<file path="src/rtl/fourbit_execute.sv">
// Execute stage of the 4-bit processor: four accumulators, a Z/C/N/V flag register,
// single-cycle ALU ops, a 4-iteration shift-add multiplier and a sticky HALT state.
module fourbit_execute #(
    parameter int MUL_CYCLES = 4
) (
    input  logic       clk,
    input  logic       rst,
    input  logic       op_valid,
    output logic       op_ready,
    input  logic [3:0] op_code,
    input  logic [1:0] op_dst,
    input  logic [1:0] op_src,
    input  logic [3:0] op_imm,
    output logic [3:0] accum1_o,
    output logic [3:0] accum2_o,
    output logic [3:0] accum3_o,
    output logic [3:0] accum4_o,
    output logic [3:0] flag_o,
    output logic       done,
    output logic       busy,
    output logic       halted
);

    localparam int DATA_W = 4;
    localparam int ITER_W = $clog2(MUL_CYCLES + 1);
    localparam logic [ITER_W-1:0] ITER_LAST = ITER_W'(MUL_CYCLES);

    localparam int FLAG_Z = 0;
    localparam int FLAG_C = 1;
    localparam int FLAG_N = 2;
    localparam int FLAG_V = 3;

    localparam logic [3:0] OP_NOP  = 4'd0;
    localparam logic [3:0] OP_LDI  = 4'd1;
    localparam logic [3:0] OP_MOV  = 4'd2;
    localparam logic [3:0] OP_ADD  = 4'd3;
    localparam logic [3:0] OP_SUB  = 4'd4;
    localparam logic [3:0] OP_AND  = 4'd5;
    localparam logic [3:0] OP_OR   = 4'd6;
    localparam logic [3:0] OP_XOR  = 4'd7;
    localparam logic [3:0] OP_NOT  = 4'd8;
    localparam logic [3:0] OP_SHL  = 4'd9;
    localparam logic [3:0] OP_SHR  = 4'd10;
    localparam logic [3:0] OP_INC  = 4'd11;
    localparam logic [3:0] OP_DEC  = 4'd12;
    localparam logic [3:0] OP_CMP  = 4'd13;
    localparam logic [3:0] OP_MUL  = 4'd14;
    localparam logic [3:0] OP_HALT = 4'd15;

    typedef enum logic [1:0] {
        IDLE,
        EXEC,
        MUL,
        HALT
    } state_t;

    state_t state, state_next;

    logic [DATA_W-1:0] accum [4];
    logic [3:0]        flags;
    logic [3:0]        flags_next;
    logic              halt_pulsed;
    logic [ITER_W-1:0] mul_iter;

    logic [3:0]        code_p0;
    logic [1:0]        dst_p0;
    logic [DATA_W-1:0] imm_p0;
    logic [DATA_W-1:0] dst_val_p0;
    logic [DATA_W-1:0] src_val_p0;

    logic [2*DATA_W-1:0] prod_p1;
    logic [2*DATA_W-1:0] mcand_p1;
    logic [DATA_W-1:0]   mplier_p1;

    logic              accept;
    logic              mul_step;
    logic              retire;
    logic [DATA_W-1:0] a;
    logic [DATA_W-1:0] b;
    logic [DATA_W-1:0] res;
    logic              c_new;
    logic              v_new;
    logic              wr_en;
    logic              upd_zn;

    // Two's-complement overflow: the 5-bit signed result leaves the 4-bit range
    // exactly when its top two bits disagree.
    function automatic logic add_ovf(input logic signed [DATA_W-1:0] x,
                                     input logic signed [DATA_W-1:0] y);
        logic signed [DATA_W:0] sum;
        sum = (DATA_W+1)'(x) + (DATA_W+1)'(y);
        return sum[DATA_W] ^ sum[DATA_W-1];
    endfunction

    function automatic logic sub_ovf(input logic signed [DATA_W-1:0] x,
                                     input logic signed [DATA_W-1:0] y);
        logic signed [DATA_W:0] diff;
        diff = (DATA_W+1)'(x) - (DATA_W+1)'(y);
        return diff[DATA_W] ^ diff[DATA_W-1];
    endfunction

    assign accept   = op_valid && op_ready;
    assign mul_step = (mul_iter != ITER_LAST);
    assign retire   = (state == EXEC) || ((state == MUL) && !mul_step);

    always_comb begin
        state_next = state;
        op_ready   = 1'b0;
        busy       = 1'b0;
        halted     = 1'b0;
        case (state)
            IDLE: begin
                op_ready = !rst;
                if (op_valid && !rst) begin
                    case (op_code)
                        OP_MUL:  state_next = MUL;
                        OP_HALT: state_next = HALT;
                        default: state_next = EXEC;
                    endcase
                end
            end
            EXEC: begin
                busy       = 1'b1;
                state_next = IDLE;
            end
            MUL: begin
                busy = 1'b1;
                if (!mul_step) state_next = IDLE;
            end
            HALT: begin
                halted = 1'b1;
            end
            default: state_next = IDLE;
        endcase
    end

    always_comb begin
        a      = dst_val_p0;
        b      = src_val_p0;
        res    = a;
        c_new  = flags[FLAG_C];
        v_new  = flags[FLAG_V];
        wr_en  = 1'b0;
        upd_zn = 1'b0;
        case (code_p0)
            OP_LDI: begin res = imm_p0; wr_en = 1'b1; upd_zn = 1'b1; end
            OP_MOV: begin res = b;      wr_en = 1'b1; upd_zn = 1'b1; end
            OP_ADD: begin
                {c_new, res} = {1'b0, a} + {1'b0, b};
                v_new  = add_ovf(a, b);
                wr_en  = 1'b1;
                upd_zn = 1'b1;
            end
            OP_SUB, OP_CMP: begin
                res    = a - b;
                c_new  = (a < b);
                v_new  = sub_ovf(a, b);
                wr_en  = (code_p0 == OP_SUB);
                upd_zn = 1'b1;
            end
            OP_AND: begin res = a & b; wr_en = 1'b1; upd_zn = 1'b1; end
            OP_OR:  begin res = a | b; wr_en = 1'b1; upd_zn = 1'b1; end
            OP_XOR: begin res = a ^ b; wr_en = 1'b1; upd_zn = 1'b1; end
            OP_NOT: begin res = ~b;    wr_en = 1'b1; upd_zn = 1'b1; end
            OP_SHL: begin
                res    = {a[DATA_W-2:0], 1'b0};
                c_new  = a[DATA_W-1];
                wr_en  = 1'b1;
                upd_zn = 1'b1;
            end
            OP_SHR: begin
                res    = {1'b0, a[DATA_W-1:1]};
                c_new  = a[0];
                wr_en  = 1'b1;
                upd_zn = 1'b1;
            end
            OP_INC: begin
                res    = a + 4'd1;
                c_new  = (a == 4'hF);
                v_new  = add_ovf(a, 4'd1);
                wr_en  = 1'b1;
                upd_zn = 1'b1;
            end
            OP_DEC: begin
                res    = a - 4'd1;
                c_new  = (a == 4'h0);
                v_new  = sub_ovf(a, 4'd1);
                wr_en  = 1'b1;
                upd_zn = 1'b1;
            end
            OP_MUL: begin
                res    = prod_p1[DATA_W-1:0];
                c_new  = |prod_p1[2*DATA_W-1:DATA_W];
                v_new  = 1'b0;
                wr_en  = 1'b1;
                upd_zn = 1'b1;
            end
            default: ;
        endcase

        flags_next = flags;
        if (upd_zn) begin
            flags_next[FLAG_Z] = (res == '0);
            flags_next[FLAG_N] = res[DATA_W-1];
        end
        flags_next[FLAG_C] = c_new;
        flags_next[FLAG_V] = v_new;
    end

    // p0: operand capture on acceptance; p1: shift-add multiplier datapath
    always_ff @(posedge clk) begin
        if (accept) begin
            code_p0    <= op_code;
            dst_p0     <= op_dst;
            imm_p0     <= op_imm;
            dst_val_p0 <= accum[op_dst];
            src_val_p0 <= accum[op_src];
            prod_p1    <= '0;
            mcand_p1   <= {{DATA_W{1'b0}}, accum[op_dst]};
            mplier_p1  <= accum[op_src];
        end else if ((state == MUL) && mul_step) begin
            if (mplier_p1[0]) prod_p1 <= prod_p1 + mcand_p1;
            mcand_p1  <= mcand_p1 << 1;
            mplier_p1 <= mplier_p1 >> 1;
        end
    end

    always_ff @(posedge clk or posedge rst) begin
        if (rst) begin
            state       <= IDLE;
            flags       <= '0;
            done        <= 1'b0;
            halt_pulsed <= 1'b0;
            mul_iter    <= '0;
            for (int i = 0; i < 4; i++) accum[i] <= '0;
        end else begin
            state <= state_next;
            done  <= 1'b0;
            if (accept) begin
                mul_iter <= '0;
            end else if ((state == MUL) && mul_step) begin
                mul_iter <= mul_iter + 1'b1;
            end
            if (retire) begin
                done  <= 1'b1;
                flags <= flags_next;
                if (wr_en) accum[dst_p0] <= res;
            end
            // HALT retires once, then stays silent until reset
            if ((state == HALT) && !halt_pulsed) begin
                done        <= 1'b1;
                halt_pulsed <= 1'b1;
            end
        end
    end

    assign accum1_o = accum[0];
    assign accum2_o = accum[1];
    assign accum3_o = accum[2];
    assign accum4_o = accum[3];
    assign flag_o   = flags;

endmodule

</file>
<file path="config.mk">
export PLATFORM = sky130hd
export DESIGN_NAME = fourbit_execute
export DESIGN_NICKNAME = d
export VERILOG_FILES = /design/src/rtl/fourbit_execute.sv
export SDC_FILE = /design/constraint.sdc
export NUM_CORES = 1
export LEC_CHECK = 0
export CAP_MARGIN = 0
export CORE_UTILIZATION = 63
export DETAILED_ROUTE_END_ITERATION = 8
export PLACE_DENSITY = 0.9
export SYNTH_ARGS = -nofsm -noshare
export SYNTH_HDL_FRONTEND = slang
export SYNTH_SLANG_ARGS = --single-unit
</file>
<file path="constraint.sdc">
create_clock -name clk -period 8.1 [get_ports clk]
set_clock_uncertainty 0.1 [all_clocks]
set_input_delay 1.62 -clock clk [delete_from_list [all_inputs] [get_ports clk]]
set_output_delay 1.62 -clock clk [all_outputs]
set_load 0.01 [all_outputs]
</file>
==> key figures, run 1 <==
Critical path
  – R2R Path Start: code_p0[0]
  – Path depth of the worst reg2reg path: 13
  – Startpoint Class: input pin
  – R2R Setup Slk: 4.35 ns
  – Worst path required time: 6.38 ns
  – CP Max Fanout: 4
  – Critical Path AT: 2.97 ns
  – CP Class: input pin to output pin
  – FF-to-FF End: accum2_o[1]
  – Crit end category: output pin
  – Termination of the worst setup path: op_ready
  – Critical path launch point: rst

Place
  – Buffers on Ports: 38
  – Final Wtd Congestion: 0.898
  – Hpwl dp: 7500 µm
  – Area after DPL: 4640 µm²

Cells and area
  – P&R area growth vs syn: 15.4%
  – Ratio of cells with drive above 1 in the final layout: 10.9%
  – Top flop regs: mcand_p1: 8 flops, prod_p1: 8 flops
  – Final core occ: 75.9%
  – Commonest non-fill, non-tap cell in the layout: nand2_1
  – Final nets: 518
  – Fin area: 4850 µm²
  – Most frequent cells in the layout: nand2_1 (65), clkdlybuf4s50_1 (38), ha_1 (29), a21oi_1 (28), dfrtp_1 (27)
  – N_diodes: 0
  – # fillers: 397

Power and ir drop
  – Psw: 620 µW
  – Pint: 963 µW
  – Highest ir drop seen on vdd: 311 µV
  – Pwr dens: 326 nW/µm²
  – Switching fraction of total power: 39.2%
  – Power share of the clock group: 18.8%
  – Comb pwr share: 44.7%
  – Lkg Pwr: 2.00 nW
  – Share of power burned in registers: 36.4%

Synth
  – Mapped Avg Cell Area: 9.68 µm²
  – Top-area cell type share of the netlist area: 18.6%
  – Sequential element share of the synthesized area: 40.4%
  – Post-synth EDFFs: 26
  – FF+latch count, synth: 65
  – Distinct cells, synth: 66
  – Syn Inst Count: 434
  – Mapped cell area: 4200 µm²
  – Async set-reset flop share out of synthesis: 41.5%
  – Dominant synthesized flop cell: dfrtp_1
  – Top cells by area, synth: edfxtp_1 (19%), dfrtp_1 (16%), ha_1 (8.6%), nand2_1 (5.8%), dfxtp_1 (5.7%)
  – Cell taking the most area after synthesis: edfxtp_1
  – Mapped Nets: 481
  – Synth Warn #: 0

Routing
  – Routed wire length: 11200 µm
  – DR iter-0 viols: 567
  – DR vias: 3760
  – DRT antenna net count: 0
  – Avg Vias per Cell: 6.80
  – Drt wl/cell: 20.3 µm
  – Drt pass-1 iters: 5
  – DRC viols: 0

CTS
  – Cts repair resizes: 0
  – CTS root buffer: clkbuf_8
  – Clk sink count: 65
  – Worst-skew pair later-pin latency: 0.35 ns
  – Maximum clock insertion buffer count: 2
  – CTS Hold Bufs: 0
  – CTS buffer count: 9
  – CTS tree: built
  – CTS clk-pin slew, worst paths: 0.08 ns
  – H-tree levels: 3
  – Postcts setup bufs: 0

Floorplan
  – Die width: 83.7 µm
  – Starting Density: 65.8%
  – Die area: 7000 µm²
  – # IOs: 39
  – CORE AREA: 6390 µm²
  – # rows: 29
  – Die Y: 83.7 µm

Global route
  – Vias in the first global route: 3617
  – Total GRT Usage: 33.7%
  – First-pass GRT wire length: 18300 µm
  – Grt ovf: 0
  – Antenna violations before repair: 0
  – Largest net degree at the start of global routing: 35

Timing
  – Pins over their slew limit: 0
  – Setup TNS: 0 ns
  – Final Hold Fails: 0
  – Worst-Margin Slew: 1.05 ns
  – Final Critical Period: 4.69 ns
  – Fmax: 213 MHz
  – Slew headroom: 29.9%
  – Tcrit/Tclk final: 57.9%
  – Final setup viols: 0
  – RSZ-0062 raised after global routing: false

Hold path
  – HP Class: register to register

Flow run
  – MaxCap Viol Count: 0

Run status
  – Run status: complete, no violations
==> kinds of logic (layout without fill, tap and decap cells) <==
logic type	count (synthesis)	in the layout	share of synthesized area, %
buffers and inverters	43	85	4.26
muxes	28	28	9.56
xor gates and xnor gates	7	7	1.46
AOI/OAI and AO/OA	104	104	16.5
and+or+nand+nor	155	155	17.8
adders and majority gates	32	32	10.1
DFF	65	65	40.4
==> worst min path at each step <==
| stage | start | slack [ns] | end | cells past startpoint |
|---|---|---|---|---|
| CTS | mcand_p1[4] | 0.39 | mcand_p1[5] | 2 |
| global route | halt_pulsed | 0.41 | halt_pulsed | 1 |
| detailed placement | mcand_p1[4] | 0.37 | mcand_p1[5] | 2 |
| global placement | halt_pulsed | 0.34 | done | 1 |
| floorplan | halt_pulsed | 0.33 | done | 1 |
| finish | mcand_p1[4] | 0.39 | mcand_p1[5] | 2 |
==> critical path, cell delays in order <==
cell             delay [ns]
clkdlybuf4s50_1        0.43
nor2b_1                0.31
clkdlybuf4s50_1        0.61
==> power groups by stage <==
stage / registers (mW) / clock network (mW) / logic (mW)
6_report: 0.577 / 0.298 / 0.708
5_1_grt: 0.587 / 0.313 / 0.765
4_1_cts: 0.571 / 0.297 / 0.698
3_5_place_dp: 0.570 / 0 / 0.680
3_3_place_gp: 0.563 / 0 / 0.649
2_1_floorplan: 0.567 / 0 / 0.414
==> synth_stat cells, types with 11 or more instances <==
| library cell | count |
|---|---|
| ha_1 | 29 |
| dfxtp_1 | 12 |
| nor2b_1 | 11 |
| nor2_1 | 19 |
| nand3_1 | 16 |
| dfrtp_1 | 27 |
| nand2_1 | 65 |
| o21ai_0 | 21 |
| inv_1 | 25 |
| edfxtp_1 | 26 |
| mux2_2 | 15 |
| a21oi_1 | 28 |
==> final cells by class <==
type	count	area [µm²]	area share (%)
clock inverters	6	62.6	1.29
inverters	25	93.8	1.94
clock buffers	10	149	3.07
flip-flops and latches	65	1700	35.0
multi-input cells	326	2320	47.9
repair buffers	44	425	8.77
well taps	77	96.3	1.99
==> stage by stage <==
stage	std cells	power (mW)	setup slack, ns	hold WS, ns
CTS	553	1.57	3.42	0.386
floorplan	434	0.982	4.51	0.327
global placement	537	1.21	3.59	0.344
global route	553	1.66	3.38	0.414
detailed placement	537	1.25	3.52	0.372
finish	553	1.58	3.41	0.390
==> per-layer routing <==
layer  GRT usage, %  wire [µm]
met4           17.1        418
met3           5.34       1010
met2           54.6       5390
met5              0          0
met1           44.1       4420
Note: power is estimated with default switching activity, not from simulation.
==> inputs of run 2 (changes only) <==
--- a/config.mk
+++ b/config.mk
@@ -6,9 +6,9 @@
 export NUM_CORES = 1
 export LEC_CHECK = 0
 export CAP_MARGIN = 0
-export CORE_UTILIZATION = 63
+export CORE_UTILIZATION = 58
 export DETAILED_ROUTE_END_ITERATION = 8
-export PLACE_DENSITY = 0.9
+export PLACE_DENSITY = 0.84
 export SYNTH_ARGS = -nofsm -noshare
 export SYNTH_HDL_FRONTEND = slang
 export SYNTH_SLANG_ARGS = --single-unit
==> constraint.sdc (replaced) <==
create_clock -name clk -period 4.5 [get_ports clk]
set_clock_uncertainty 0.1 [all_clocks]
set_input_delay 0.9 -clock clk [delete_from_list [all_inputs] [get_ports clk]]
set_output_delay 0.9 -clock clk [all_outputs]
set_load 0.01 [all_outputs]
==> key figures, run 2 (synthesis gave the netlist of run 1 again) <==
Hold path
  – HP Class: register to register
  – HP Start: halt_pulsed

CTS
  – Clk sink count: 65 (unchanged)
  – CTS clk-pin slew, worst paths: 0.08 ns (about the same)
  – CTS root buffer: clkbuf_8
  – Maximum clock insertion buffer count: 2 (unchanged)
  – H-tree levels: 3 (unchanged)
  – Cts repair resizes: 0 (unchanged)
  – CTS buffer count: 9 (unchanged)
  – CTS tree: built
  – Worst-skew pair later-pin latency: 0.34 ns (about the same)
  – Postcts setup bufs: 0 (unchanged)
  – CTS Hold Bufs: 0 (unchanged)

Place
  – Hpwl dp: 7910 µm (+5.4%)
  – Buffers on Ports: 38 (unchanged)
  – Final Wtd Congestion: 0.940 (+4.7%)
  – Pre-CTS setup slack: 1.37 ns (-2.15 ns)

Routing
  – Avg Vias per Cell: 6.26 (-7.9%)
  – Drt wl/cell: 19.4 µm (-4.6%)
  – DR vias: 3587 (-4.6%)
  – Drt pass-1 iters: 6 (+1)
  – Routed wire length: 11100 µm (-1.1%)
  – DRT antenna net count: 0 (unchanged)
  – DR iter-0 viols: 401 (-29%)
  – DRC viols: 0 (unchanged)

Cells and area
  – Most frequent cells in the layout: nand2_1 (65), clkdlybuf4s50_1 (38), ha_1 (29), a21oi_1 (28), dfrtp_1 (27)
  – Top flop regs: mcand_p1: 8 flops, prod_p1: 8 flops
  – Commonest non-fill, non-tap cell in the layout: nand2_1
  – Ratio of cells with drive above 1 in the final layout: 11.3% (+0.40 points)
  – Final nets: 519 (+0.19%)
  – P&R area growth vs syn: 16.6%
  – N_diodes: 0 (unchanged)

Critical path
  – Critical-path cell list: buf_4 -> nand2_1 -> o21ai_0 -> a22oi_1 -> ha_1 -> a21oi_1 -> a21oi_1 -> or4b_1 -> o311a_1 -> a32oi_2 -> mux2_2
  – Startpoint Class: register
  – Crit end category: register
  – Crit-path max cell delay: 0.52 ns (-0.09 ns)
  – Critical Path AT: 3.33 ns (+0.36 ns)
  – Worst path most repeated cell: a21oi_1
  – Critical path launch point: code_p0[1]
  – Worst path slowest cell: or4b_1
  – R2R Path Start: code_p0[1]
  – Worst path required time: 4.68 ns (-1.70 ns)
  – CP Class: register to register
  – CP Max Fanout: 32 (+28)

Floorplan
  – Starting Density: 60.8% (-5.0 points)
  – Die Y: 87.1 µm (+4.1%)
  – Die width: 87.1 µm (+4.1%)
  – Die area: 7590 µm² (+8.4%)
  – CORE AREA: 6910 µm² (+8.2%)
  – # rows: 30 (+3.4%)
  – # IOs: 39 (unchanged)

Timing
  – Tcrit/Tclk final: 70.0%
  – Fmax: 317 MHz
  – Final setup viols: 0 (unchanged)
  – Hold slack: 0.375 ns (-0.0144 ns)
  – Worst Setup Slack, final: 1.35 ns (-2.06 ns)
  – Setup TNS: 0 ns (unchanged)
  – Final Hold Fails: 0 (unchanged)
  – Pins over their slew limit: 0 (unchanged)
  – Final Critical Period: 3.15 ns
  – Slew headroom: 30.7% (+0.78 points)
  – RSZ-0062 raised after global routing: false
  – Worst-Margin Slew: 1.04 ns (-0.0117 ns)

Global route
  – First-pass GRT wire length: 17800 µm (-2.6%)
  – Grt ovf: 0 (unchanged)
  – Vias in the first global route: 3463 (-4.3%)
  – Total GRT Usage: 31.6% (-2.1 points)
  – Largest net degree at the start of global routing: 33 (-5.7%)
  – Antenna violations before repair: 0 (unchanged)

Power and ir drop
  – Lkg Pwr: 2.02 nW (+1.1%)
  – Final Power: 2.84 mW (+79%)
  – Pwr dens: 579 nW/µm² (+77%)
  – Highest ir drop seen on vdd: 480 µV (+55%)

Run status
  – Run status: complete, no violations

Flow run
  – MaxCap Viol Count: 0 (unchanged)
-- run 2: cell count changes in the layout (fill, tap and decap cells not counted), sizes merged --
cell | before | now
clkbuf | 10 | 14
inv | 26 | 25
bufinv | 1 | 0
clkinvlp | 2 | 0
buf | 6 | 7
-- run 2: final cells by class --
type                            count  area [µm²]
Sequential cell                    65        1700
Fill cell                         514        2010
Inverter                           25        93.8
Tap cell                           96         120
Multi-Input combinational cell    326        2320
Clock buffer                       14         215
Clock inverter                      2        13.8
Timing Repair Buffer               45         433
-- run 2: worst paths after layout --
path / slack (ns) / depth (start not counted) / end
hold / removal: 0.38 / 1 / halt_pulsed
hold reg to reg: 0.38 / 1 / halt_pulsed
setup reg to reg: 1.35 / 11 / accum1_o[3]
max in group asynchronous: 2.59 / 2 / accum1_o[1]
setup / recovery: 1.35 / 11 / accum1_o[3]
min in group asynchronous: 1.08 / 2 / mul_iter[2]
-- run 2: metal layers --
metal / global-route usage, % / part of all wire [%] / wire, µm
met2: 49.6 / 46 / 5150
met1: 42.9 / 41 / 4600
met5: 0 / 0 / 0
met3: 5.40 / 7.9 / 881
met4: 15.4 / 4.3 / 481
-- run 2: per-stage QoR --
step	cell area, µm²	instances	util [%]
6_report	4900	573	70.9
4_1_cts	4900	573	70.9
3_5_place_dp	4670	557	67.6
5_1_grt	4900	573	70.9
3_3_place_gp	4670	557	67.6
2_1_floorplan	4200	434	-
-- run 2: where the power goes --
group / total (mW) / internal [mW] / switching, mW
Combinational: 1.24 / 0.604 / 0.640
Sequential: 1.04 / 0.842 / 0.198
Clock: 0.551 / 0.313 / 0.238
Total: 2.84 / 1.76 / 1.08
-- run 2: critical path: cells and delay by family, from the launching register on --
family	cells	cell delay, ns
DFF	1	0.37
muxes	1	0.22
and+or+nand+nor	2	0.68
adders and majority gates	1	0.33
AOI/OAI and AO/OA	6	1.06
buffers and inverters	1	0.32
==> inputs of run 3 (changes only) <==
==> constraint.sdc (replaced) <==
create_clock -name clk -period 2.92 [get_ports clk]
set_clock_uncertainty 0.1 [all_clocks]
set_input_delay 0.584 -clock clk [delete_from_list [all_inputs] [get_ports clk]]
set_output_delay 0.584 -clock clk [all_outputs]
set_load 0.01 [all_outputs]
==> key figures, run 3 (synthesis gave the netlist of run 1 again) <==
Critical path
  – CP Max Fanout: 5 (-84%)
  – Startpoint Class: register
  – Critical-path cell list: and2b_2 -> nand2_2 -> nand2_1 -> a21o_1 -> ha_2 -> fa_1 -> nor2b_2 -> o21a_1 -> a221oi_2 -> or2_0 -> a32oi_1 -> buf_4 -> mux2_4
  – Crit-path max cell delay: 0.51 ns (about the same)
  – Critical Path AT: 3.21 ns (-0.12 ns)
  – Worst path slowest cell: fa_1
  – Critical path launch point: code_p0[1]
  – CP Class: register to register
  – Crit end category: register
  – R2R Path Start: code_p0[1]
  – Worst path required time: 3.05 ns (-1.63 ns)

Routing
  – DRT antenna net count: 0 (unchanged)
  – DR iter-0 viols: 490 (+22%)
  – Avg Vias per Cell: 6.28 (+0.29%)
  – Routed wire length: 11900 µm (+6.9%)
  – DRC viols: 0 (unchanged)
  – Drt wl/cell: 19.6 µm (+0.92%)
  – DR vias: 3811 (+6.2%)
  – Drt pass-1 iters: 7 (+1)

Timing
  – Tcrit/Tclk final: 106% (+35 points)
  – RSZ-0062 raised after global routing: true
  – Fmax: 325 MHz (+2.3%)
  – Slew headroom: 55.3% (+25 points)
  – Pins over their slew limit: 0 (unchanged)
  – Final setup viols: 9 (+9)
  – Final Hold Fails: 0 (unchanged)
  – Worst Setup Slack, final: -0.161 ns (-1.51 ns)
  – Hold slack: 0.374 ns (-0.000965 ns)
  – Final Critical Period: 3.08 ns (-0.0704 ns)
  – Worst-Margin Slew: 0.668 ns (-0.370 ns)

CTS
  – Maximum clock insertion buffer count: 2 (unchanged)
  – Clk sink count: 65 (unchanged)
  – CTS buffer count: 9 (unchanged)
  – CTS tree: built
  – H-tree levels: 3 (unchanged)
  – CTS root buffer: clkbuf_8
  – Worst-skew pair later-pin latency: 0.35 ns (about the same)
  – CTS clk-pin slew, worst paths: 0.08 ns (about the same)
  – CTS Hold Bufs: 0 (unchanged)

Hold path
  – HP Class: register to register
  – HP Start: halt_pulsed

Run status
  – Run status: finished with violations
  – Failing checks: setup timing

Cells and area
  – # fillers: 477 (-7.2%)
  – P&R area growth vs syn: 24.6%
  – Area of the multi-input gates: 2430 µm² (+4.5%)
  – Most frequent cells in the layout: nand2_1 (63), clkdlybuf4s50_1 (38), buf_4 (38), dfrtp_1 (27)
  – Ratio of cells with drive above 1 in the final layout: 20.0% (+8.6 points)
  – Top flop regs: mcand_p1: 8 flops, prod_p1: 8 flops
  – Final nets: 553 (+6.6%)
  – N_diodes: 0 (unchanged)
  – Fin area: 5230 µm² (+6.9%)
  – Seq. cell area: 1700 µm² (unchanged)
  – Commonest non-fill, non-tap cell in the layout: nand2_1

Power and ir drop
  – Pwr dens: 861 nW/µm² (+49%)
  – Lkg Pwr: 2.19 nW (+8.5%)
  – Highest ir drop seen on vdd: 693 µV (+44%)

Place
  – Final Wtd Congestion: 1.02 (+8.7%)
  – Hpwl dp: 8490 µm (+7.4%)
  – Area after DPL: 4880 µm² (+4.6%)
  – Buffers on Ports: 38 (unchanged)

Floorplan
  – # IOs: 39 (unchanged)
  – # rows: 30 (unchanged)
  – Starting Density: 60.8% (unchanged)
  – Die area: 7590 µm² (unchanged)
  – Die width: 87.1 µm (unchanged)
  – Die Y: 87.1 µm (unchanged)
  – CORE AREA: 6910 µm² (unchanged)

Global route
  – First-pass GRT wire length: 18700 µm (+5.0%)
  – Largest net degree at the start of global routing: 33 (unchanged)
  – Grt ovf: 0 (unchanged)
  – Vias in the first global route: 3741 (+8.0%)
  – Antenna violations before repair: 0 (unchanged)
  – Total GRT Usage: 33.0% (+1.4 points)

Flow run
  – MaxCap Viol Count: 0 (unchanged)
[run 3: changes by cell type in the layout (fill, tap and decap cells not counted), moves of 3 or more]
cell,change
buf_4,+31
mux2_2,-4
mux2_4,+4
clkbuf_8,-3
ha_1,-3
[run 3: layer usage]
metal	global-route usage [%]	part of all wire, %	vias up
met2	55.0	48	208
met1	43.1	41	1851
li1	-	-	1717
met3	6.45	8.1	35
met4	11.9	3.1	0
met5	0	0	-
[run 3: worst max-delay path: cells and delay by family, from the launching register on]
family,cells,cell delay [ns]
adder cells (fa/ha/maj),2,0.70
AO/OA/AOI/OAI,4,0.65
AND/OR/NAND/NOR,5,0.62
flip-flops,1,0.42
multiplexers,1,0.28
buffers and inverters,1,0.19
[run 3: power breakdown]
group / total, mW / switching [mW] / leakage (nW) / internal (mW)
combinational: 2.18 / 1.10 / 1.42 / 1.08
sequential: 1.57 / 0.273 / 0.672 / 1.30
clock: 0.757 / 0.363 / 0.0976 / 0.394
total: 4.50 / 1.73 / 2.19 / 2.77
[run 3: final cells by class]
cell class	instances	area share, %
timing repair buffer	79	13.5
multi-input combinational	326	46.4
clock buffer	11	2.51
sequential	65	32.4
inverter	25	1.79
clock inverter	5	1.05
tap	96	2.29
[run 3: timing repair]
action / in CTS / in global routing
pin swaps: 10 / 11
gates resized for setup: 10 / 17
buffers inserted: 5 / 2
setup endpoints to repair: 9 / 9
[run 3: worst paths after layout]
| kind | to | slack (ns) | depth (start not counted) |
|---|---|---|---|
| worst max-delay path | accum3_o[1] | -0.16 | 13 |
| worst min-delay path | halt_pulsed | 0.37 | 1 |
| worst max register to register | accum3_o[1] | -0.16 | 13 |
| worst min register to register | halt_pulsed | 0.37 | 1 |
| max in group asynchronous | flag_o[3] | 1.74 | 3 |
| min in group asynchronous | mul_iter[0] | 0.41 | 2 |
[run 3: per-stage QoR]
| step | setup WS [ns] | util, % | setup TNS, ns | std cells | power (mW) |
|---|---|---|---|---|---|
| finish | -0.161 | 75.8 | -1.02 | 607 | 4.50 |
| global route | -0.208 | 75.8 | -1.75 | 607 | 4.75 |
| CTS | -0.0181 | 74.5 | -0.0458 | 605 | 4.41 |
| detailed placement | -0.0978 | 70.7 | -0.470 | 584 | 3.59 |
| global placement | -0.00302 | 70.7 | -0.00302 | 584 | 3.50 |
| floorplan | 0.0274 | - | 0 | 434 | 2.72 |
